`src/rtl/sequenciador_cpu.sv`:
```
// Multi-cycle control sequencer for the 4-bit accumulator CPU: fetches an opcode
// over a ready handshake, then drives register/ula codes and the pc increment.
module sequenciador_cpu #(
  parameter int LARG_CTRL   = 4,
  parameter int TIMEOUT     = 15,
  parameter int PARA_NO_FIM = 1
) (
  input  logic                 clock,
  input  logic                 reset,
  input  logic                 inicio,
  input  logic [2:0]           instrucao,
  input  logic                 mem_pronta,
  input  logic                 rco,
  output logic                 mem_le,
  output logic                 pc_inc,
  output logic [LARG_CTRL-1:0] tx,
  output logic [LARG_CTRL-1:0] ty,
  output logic [LARG_CTRL-1:0] tz,
  output logic [LARG_CTRL-1:0] tula,
  output logic                 ocupado,
  output logic                 parado,
  output logic                 erro,
  output logic [7:0]           instr_exec
);

  localparam logic [2:0] S_OCIOSO     = 3'd0;
  localparam logic [2:0] S_BUSCA      = 3'd1;
  localparam logic [2:0] S_DECODIFICA = 3'd2;
  localparam logic [2:0] S_EXECUTA    = 3'd3;
  localparam logic [2:0] S_ESCRITA    = 3'd4;
  localparam logic [2:0] S_INCREMENTA = 3'd5;
  localparam logic [2:0] S_PARADO     = 3'd6;
  localparam logic [2:0] S_ERRO       = 3'd7;

  localparam logic [2:0] OP_NOP  = 3'b000;
  localparam logic [2:0] OP_LDX  = 3'b001;
  localparam logic [2:0] OP_ADD  = 3'b010;
  localparam logic [2:0] OP_SUB  = 3'b011;
  localparam logic [2:0] OP_MVZ  = 3'b100;
  localparam logic [2:0] OP_CLRY = 3'b101;
  localparam logic [2:0] OP_CLRA = 3'b110;
  localparam logic [2:0] OP_HLT  = 3'b111;

  localparam logic [LARG_CTRL-1:0] R_LOAD  = LARG_CTRL'(1);
  localparam logic [LARG_CTRL-1:0] R_CLEAR = LARG_CTRL'(2);
  localparam logic [LARG_CTRL-1:0] U_ADD   = LARG_CTRL'(1);
  localparam logic [LARG_CTRL-1:0] U_SUB   = LARG_CTRL'(2);

  localparam logic [7:0] TO_LAST = 8'(TIMEOUT - 1);

  logic [2:0]           state_q, state_d;
  logic [2:0]           ir_q, ir_d;
  logic [7:0]           cnt_q, cnt_d;
  logic [7:0]           exec_q, exec_d;
  logic                 mem_le_q, mem_le_d;
  logic                 pc_inc_q, pc_inc_d;
  logic [LARG_CTRL-1:0] tx_q, tx_d, ty_q, ty_d, tz_q, tz_d, tula_q, tula_d;
  logic                 ocupado_q, ocupado_d;
  logic                 parado_q, parado_d;
  logic                 erro_q, erro_d;

  always_comb begin
    state_d = state_q;
    ir_d    = ir_q;
    cnt_d   = cnt_q;
    exec_d  = exec_q;
    case (state_q)
      S_OCIOSO: if (inicio) state_d = S_BUSCA;
      S_BUSCA: begin
        cnt_d = cnt_q + 8'd1;
        // a ready fetch wins over a timeout landing on the same cycle
        if (mem_pronta) begin
          ir_d    = instrucao;
          cnt_d   = '0;
          state_d = S_DECODIFICA;
        end else if (cnt_q == TO_LAST) begin
          cnt_d   = '0;
          state_d = S_ERRO;
        end
      end
      S_DECODIFICA: state_d = (ir_q == OP_HLT) ? S_PARADO : S_EXECUTA;
      S_EXECUTA:    state_d = (ir_q == OP_ADD || ir_q == OP_SUB) ? S_ESCRITA : S_INCREMENTA;
      S_ESCRITA:    state_d = S_INCREMENTA;
      S_INCREMENTA: begin
        exec_d  = exec_q + 8'd1;
        state_d = (rco && (PARA_NO_FIM != 0)) ? S_PARADO : S_BUSCA;
      end
      S_PARADO, S_ERRO: if (inicio) state_d = S_BUSCA;
      default: state_d = S_OCIOSO;
    endcase
  end

  // Outputs are decoded from the next state so they are registered yet Moore-aligned.
  always_comb begin
    mem_le_d  = 1'b0;
    pc_inc_d  = 1'b0;
    tx_d      = '0;
    ty_d      = '0;
    tz_d      = '0;
    tula_d    = '0;
    ocupado_d = 1'b0;
    parado_d  = 1'b0;
    erro_d    = 1'b0;
    case (state_d)
      S_BUSCA: begin
        mem_le_d  = 1'b1;
        ocupado_d = 1'b1;
      end
      S_DECODIFICA: ocupado_d = 1'b1;
      S_EXECUTA: begin
        ocupado_d = 1'b1;
        case (ir_d)
          OP_LDX:  tx_d   = R_LOAD;
          OP_ADD:  tula_d = U_ADD;
          OP_SUB:  tula_d = U_SUB;
          OP_MVZ:  tz_d   = R_LOAD;
          OP_CLRY: ty_d   = R_CLEAR;
          OP_CLRA: begin
            tx_d = R_CLEAR;
            ty_d = R_CLEAR;
            tz_d = R_CLEAR;
          end
          OP_NOP, OP_HLT: ;
          default: ;
        endcase
      end
      S_ESCRITA: begin
        ocupado_d = 1'b1;
        ty_d      = R_LOAD;
        tula_d    = (ir_d == OP_SUB) ? U_SUB : U_ADD;
      end
      S_INCREMENTA: begin
        ocupado_d = 1'b1;
        pc_inc_d  = 1'b1;
      end
      S_PARADO: parado_d = 1'b1;
      S_ERRO:   erro_d   = 1'b1;
      default: ;
    endcase
  end

  always_ff @(posedge clock or negedge reset) begin
    if (!reset) begin
      state_q   <= S_OCIOSO;
      ir_q      <= '0;
      cnt_q     <= '0;
      exec_q    <= '0;
      mem_le_q  <= 1'b0;
      pc_inc_q  <= 1'b0;
      tx_q      <= '0;
      ty_q      <= '0;
      tz_q      <= '0;
      tula_q    <= '0;
      ocupado_q <= 1'b0;
      parado_q  <= 1'b0;
      erro_q    <= 1'b0;
    end else begin
      state_q   <= state_d;
      ir_q      <= ir_d;
      cnt_q     <= cnt_d;
      exec_q    <= exec_d;
      mem_le_q  <= mem_le_d;
      pc_inc_q  <= pc_inc_d;
      tx_q      <= tx_d;
      ty_q      <= ty_d;
      tz_q      <= tz_d;
      tula_q    <= tula_d;
      ocupado_q <= ocupado_d;
      parado_q  <= parado_d;
      erro_q    <= erro_d;
    end
  end

  assign mem_le     = mem_le_q;
  assign pc_inc     = pc_inc_q;
  assign tx         = tx_q;
  assign ty         = ty_q;
  assign tz         = tz_q;
  assign tula       = tula_q;
  assign ocupado    = ocupado_q;
  assign parado     = parado_q;
  assign erro       = erro_q;
  assign instr_exec = exec_q;

endmodule

```
`config.mk`:
```
export PLATFORM = sky130hd
export DESIGN_NAME = sequenciador_cpu
export DESIGN_NICKNAME = d
export VERILOG_FILES = /design/src/rtl/sequenciador_cpu.sv
export SDC_FILE = /design/constraint.sdc
export NUM_CORES = 1
export LEC_CHECK = 0
export CAP_MARGIN = 0
export CORE_MARGIN = 2
export CORE_UTILIZATION = 50
export CTS_BUF_LIST = sky130_fd_sc_hd__clkbuf_4 sky130_fd_sc_hd__clkbuf_8
export DETAILED_ROUTE_END_ITERATION = 10
export PLACE_DENSITY_LB_ADDON = 0.2
export SETUP_SLACK_MARGIN = 0.5
export SYNTH_ARGS = -nofsm -noshare
export SYNTH_HDL_FRONTEND = slang
export SYNTH_SLANG_ARGS = --single-unit
```
`constraint.sdc`:
```
create_clock -name clock -period 2.4 [get_ports clock]
set_input_delay 0.48 -clock clock [delete_from_list [all_inputs] [get_ports clock]]
set_output_delay 0.48 -clock clock [all_outputs]
set_load 0.005 [all_outputs]
```
# --- Word-level counts from Yosys, hierarchy flattened ---
# Index checks and enable logic that the tools add are counted.
op_classes:
  n_addsub: 2
  n_eq_ne: 24
  n_mux: 25
  n_reduce_logical: 5
ops:
  columns: ["operator", "count"]
  rows:
  - ["== test 3 bit (second input constant)", 12]
  - ["== test 3 x 2 -> 1 bit (second input constant)", 8]
  - ["two-way mux 3 bit", 7]
  - ["one-hot mux 2 bit (2 select lines)", 5]
  - ["one-hot mux 3 bit (6 select lines)", 1]
  - ["adder 8 x 1 -> 8 bit (second input constant)", 2]
  - ["two-way mux 8 bit", 2]
  - ["== test 3 x 1 -> 1 bit (second input constant)", 3]
  - ["== test 8 x 4 -> 1 bit (second input constant)", 1]
  - ["two-way mux 2 bit", 4]
  - ["two-way mux 1 bit", 6]
  - ["OR reduction 5 bit", 1]
  - ["zero test 3 bit", 1]
  - ["OR reduction 3 bit", 1]
  - ["OR reduction 2 bit", 1]
  - ["logical OR 1 bit", 1]
totals:
  regBits: 43
  output_inout_bits: 29
  elab_cells: 69

# --- Depth between registers and ports, before layout ---
logic_depth:
  depth_word: 7
  depth_mapped: 8
  mapped_depth_nobuf: 7

# --- Least setup slack after synthesis ---
# Ideal clock, no wire load.
synth_timing:
  path_type: "reg2reg"
  start: "register state_q[2]"
  end: "register tula_q[1], in the netlist tula[1]"
  setup_ps: 73
  t_arrival_ps: 1525
  setup_slack_ps: 802
  stages_incl_launch_ff: 7
  cell_sequence: "dfrtp_1 -> buf_6 -> and4bb_4 -> mux2i_1 -> nand2_2 -> nor2_4 -> a21boi_2"
synth_between:
  elab_chain_len: 5
  word_cells_on_any_way: 21
  classes_between: "eq/ne: 11; mux: 8; reduce/logical: 2"
synth_lines:
  columns: ["element", "line", "source"]
  rows:
  - ["start, declared", "51", "logic [2:0] state_q, state_d;"]
  - ["start signal, assigned", "158", "state_q <= state_d;"]
  - ["== test 3 bit, or another cell as far along", "67", "case (state_q)"]
  - ["OR reduction 3 bit (no source line), or another cell as far along", null, null]
  - ["one-hot mux 3 bit (6 select lines), or another cell as far along", "67", null]
  - ["== test 3 bit, or another cell as far along", "104", "case (state_d)"]
  - ["one-hot mux 2 bit (2 select lines) (*)", "104", null]
  - ["named net tula_d[1]", "57", "logic [LARG_CTRL-1:0] tx_q, tx_d, ty_q, ty_d, tz_q, tz_d, tula_q, tula_d;"]
  - ["end signal, assigned", "167", "tula_q <= tula_d;"]
  - ["end, declared", "57", null]
# Mark *: on every way through the listed nets, which the timed path passes. The rest lies on a longest branch.
# A chain may end at the register's enable or synchronous reset.

# --- Final worst setup path ---
layout_timing:
  start: "input port mem_pronta"
  end: "register tx_q[1], in the netlist tx[1]"
layout_between:
  elab_chain_len: 5
  word_cells_on_any_way: 9
  classes_between: "eq/ne: 3; mux: 6"
layout_lines:
  columns: ["element", "line", "source"]
  rows:
  - ["start, declared", "12", "input logic mem_pronta,"]
  - ["two-way mux 3 bit (*)", "72", "if (mem_pronta) begin"]
  - ["two-way mux 3 bit (*)", "67", null]
  - ["named net ir_d[2]", "52", "logic [2:0] ir_q, ir_d;"]
  - ["== test 3 bit / == test 3 x 1 -> 1 bit (equally long branches)", "112", "case (ir_d)"]
  - ["one-hot mux 2 bit (2 select lines) (*)", "112", null]
  - ["two-way mux 2 bit (*)", "104", null]
  - ["named net tx_d[1]", "57", null]
  - ["end signal, assigned", "164", "tx_q <= tx_d;"]
  - ["end, declared", "57", null]
# Marked as above.

==> flow_summary.ini <==
[status]
status = finished clean

[sta]
hold_viol = 0
fin_tns_setup_ns = 0
rsz0062_at_grt = false
setup-violations-final = 0
drv_slew = 0
finClkSkew_ns = 0.006872
finalCritPeriodShare_pct = 75.54
timing.fmax_mhz = 551.6
min_period_ns = 1.813

[layout]
multi_input_area_um2 = 797.0
finish.utilization_pct = 63.73
drive_gt1_share_pct = 16.84
num-fill-cells = 277
n_antenna_cell = 0
area_growth_pct = 20.55
layout_commonest_cell = dfrtp_1
final_cell_mix = 35 x dfrtp_1, 28 x clkdlybuf4s50_1, 10 x nand2_1
seq_area_um2 = 875.8
nets = 206
stdcell_area_um2 = 2143

[worst_setup_path]
crit_path_max_fanout = 4
r2r_start = state_q[2]
criticalPathCategory = in -> reg
startpoint_type = primary input
rr_worst_depth = 5
endpoint_kind = flip-flop
r2r_end = tx[1]
path_cells = clkdlybuf4s50_1 > and4bb_4 > mux2i_1 > inv_1 > nand3_1 > nor2_1
crit_required_ns = 2.62
crit_path_top_delay_cell = clkdlybuf4s50_1
cpPeakStageDelay_ns = 0.53
crit_start = mem_pronta
arrival_ns = 2.03
crit_end = tx[1]
worst-r2r-setup-slack_ns = 0.63

[clocking]
hold_buffers = 0
cts_repair_resize_count = 0
clock_path_buffers = 2
insertion_delay_ns = 0.33
cts_tree = yes
cts_made_buffers = 5
cts_htree_levels = 2
clkSinkCount = 35
clk_pin_slew_ns = 0.10
cts-root-buf = clkbuf_4
cts_setup_buffers = 0

[floorplanning]
chipWidth_um = 63.63
rows = 21
dieArea_um2 = 4049
io_pins = 37
fp.dieH_um = 63.63
start_util_pct = 52.86
coreArea_um2 = 3363

[pwr]
leakage_nw = 0.9732
power_frac_comb_pct = 43.6
power_mw = 2.318
pwr-share-seq_pct = 40.3
swShare_pct = 36.86
power.internal_mw = 1.464
ir_drop_mv = 0.5234
netSwitchingPower_uw = 854.6
clkPwrFrac_pct = 16.1
powerDensity_nw_per_um2 = 1082

[placement]
port_buffers = 28
dpl.hpwl_um = 2308
place_congestion = 0.7947
place_area_um2 = 2048

[drt]
drt_iter0_drc = 63
avgViaCountPerCell = 5.190
num_vias = 1256
wl_per_cell_um = 12.81
drt.antenna.violating_nets = 0
drc_errors = 0
firstDrtPassIters = 4
wl_um = 3100

[global_routing]
grt_use_met3_pct = 5.357
grt_max_degree = 36
grt_pass1_wl_um = 5430
grt_most_used_layer = met2
use_met1_pct = 21.21
overflow = 0
grtUsageTotal_pct = 17.35
grtUsageMet2_pct = 28.68
grt_pass1_vias = 1193
antenna_found_initial = 0

[logic_synthesis]
synth_top_flop_cell = dfrtp_1
ys_types = 50
netlist_area_um2 = 1778
ys_seq_area_share_pct = 49.26
ys_warn_count = 0
synth_cells = 161
synth_edf_count = 0
async_flop_share_pct = 100.0
synth_area_per_cell_um2 = 11.04
synth_seq_cells = 35

[hold_path]
hold_class = reg -> reg

[flow_run]
cap_violations = 0
## registers in the layout, indices dropped and copies added (netlist names)
name / cells
cnt_q: 8
instr_exec: 8
ir_q: 3
state_q: 3
tula: 2
tx: 2
ty: 2
tz: 2
erro: 1
mem_le: 1
ocupado: 1
parado: 1
pc_inc: 1
## cells in the mapped netlist, types with 2 or more instances
library cell  number  share of area, %
dfrtp_1           35                49
nand2_1           10               2.1
buf_4              9               3.8
nand3_1            9               2.5
nor2_1             9               1.9
o21ai_0            9               2.5
xnor2_1            7               3.4
inv_1              6               1.3
and3_1             5               1.8
nand2b_1           4               1.4
nor3_1             4               1.1
buf_6              3               1.9
ha_1               3               2.1
nand4_1            3               1.1
o21ai_1            3              0.84
a21boi_2           2               1.3
and2_1             2              0.70
inv_2              2              0.42
nand2_2            2              0.70
nor2b_1            2              0.70
o21bai_1           2              0.84
xor2_1             2              0.99
## power groups by stage
stage | Clock, mW | Sequential [mW] | Combinational [mW]
2_1_floorplan | 0 | 0.882 | 0.771
3_3_place_gp | 0 | 0.936 | 0.962
3_5_place_dp | 0 | 0.942 | 0.992
4_1_cts | 0.386 | 0.932 | 0.997
5_1_grt | 0.416 | 0.970 | 1.11
6_report | 0.373 | 0.935 | 1.01
## worst max-delay path: cells and delay by family
kind                   cells  cell delay, ns
buffers and inverters      2            0.64
AND/OR/NAND/NOR            3            0.52
multiplexers               1            0.38
## cell families after synthesis
kind of cell,after synthesis,share of synthesized area [%]
xor+xnor,9,4.434
fa+ha+maj,3,2.111
simple gates,62,21.60
compound gates,28,12.39
buf+inv,20,7.389
other cells,1,0.2109
mux,3,2.604
flops,35,49.26
## stage by stage
step | worst slack (ns) | cells | hold slack, ns
global route | 0.5007 | 242 | 0.4892
finish | 0.5870 | 242 | 0.4711
global placement | 0.2304 | 231 | 0.4610
CTS | 0.5360 | 239 | 0.4798
floorplan | 0.8018 | 168 | 0.1844
detailed placement | 0.1973 | 231 | 0.4660
## final cells by class
cell class                 instances  area share, %
sequential                        35          40.86
multi-input combinational        113          37.19
timing repair buffer              32          14.48
clock buffer                       8          3.386
tap                               46          2.685
inverter                           8          1.401
## layer usage
metal	part of all wire, %	wire (um)
met4	1.7	53
met5	0	0
met3	5.4	166
met1	44	1377
met2	48	1502
## worst min-delay path by stage
stage / startpoint / to / cells past startpoint
floorplan: reset / cnt_q[0] / 0
global placement: instr_exec[7] / instr_exec[7] / 1
detailed placement: instr_exec[7] / instr_exec[7] / 1
CTS: instr_exec[7] / instr_exec[7] / 1
global route: instr_exec[7] / instr_exec[7] / 1
finish: instr_exec[7] / instr_exec[7] / 1
Note: power is estimated with default switching activity, not from simulation.
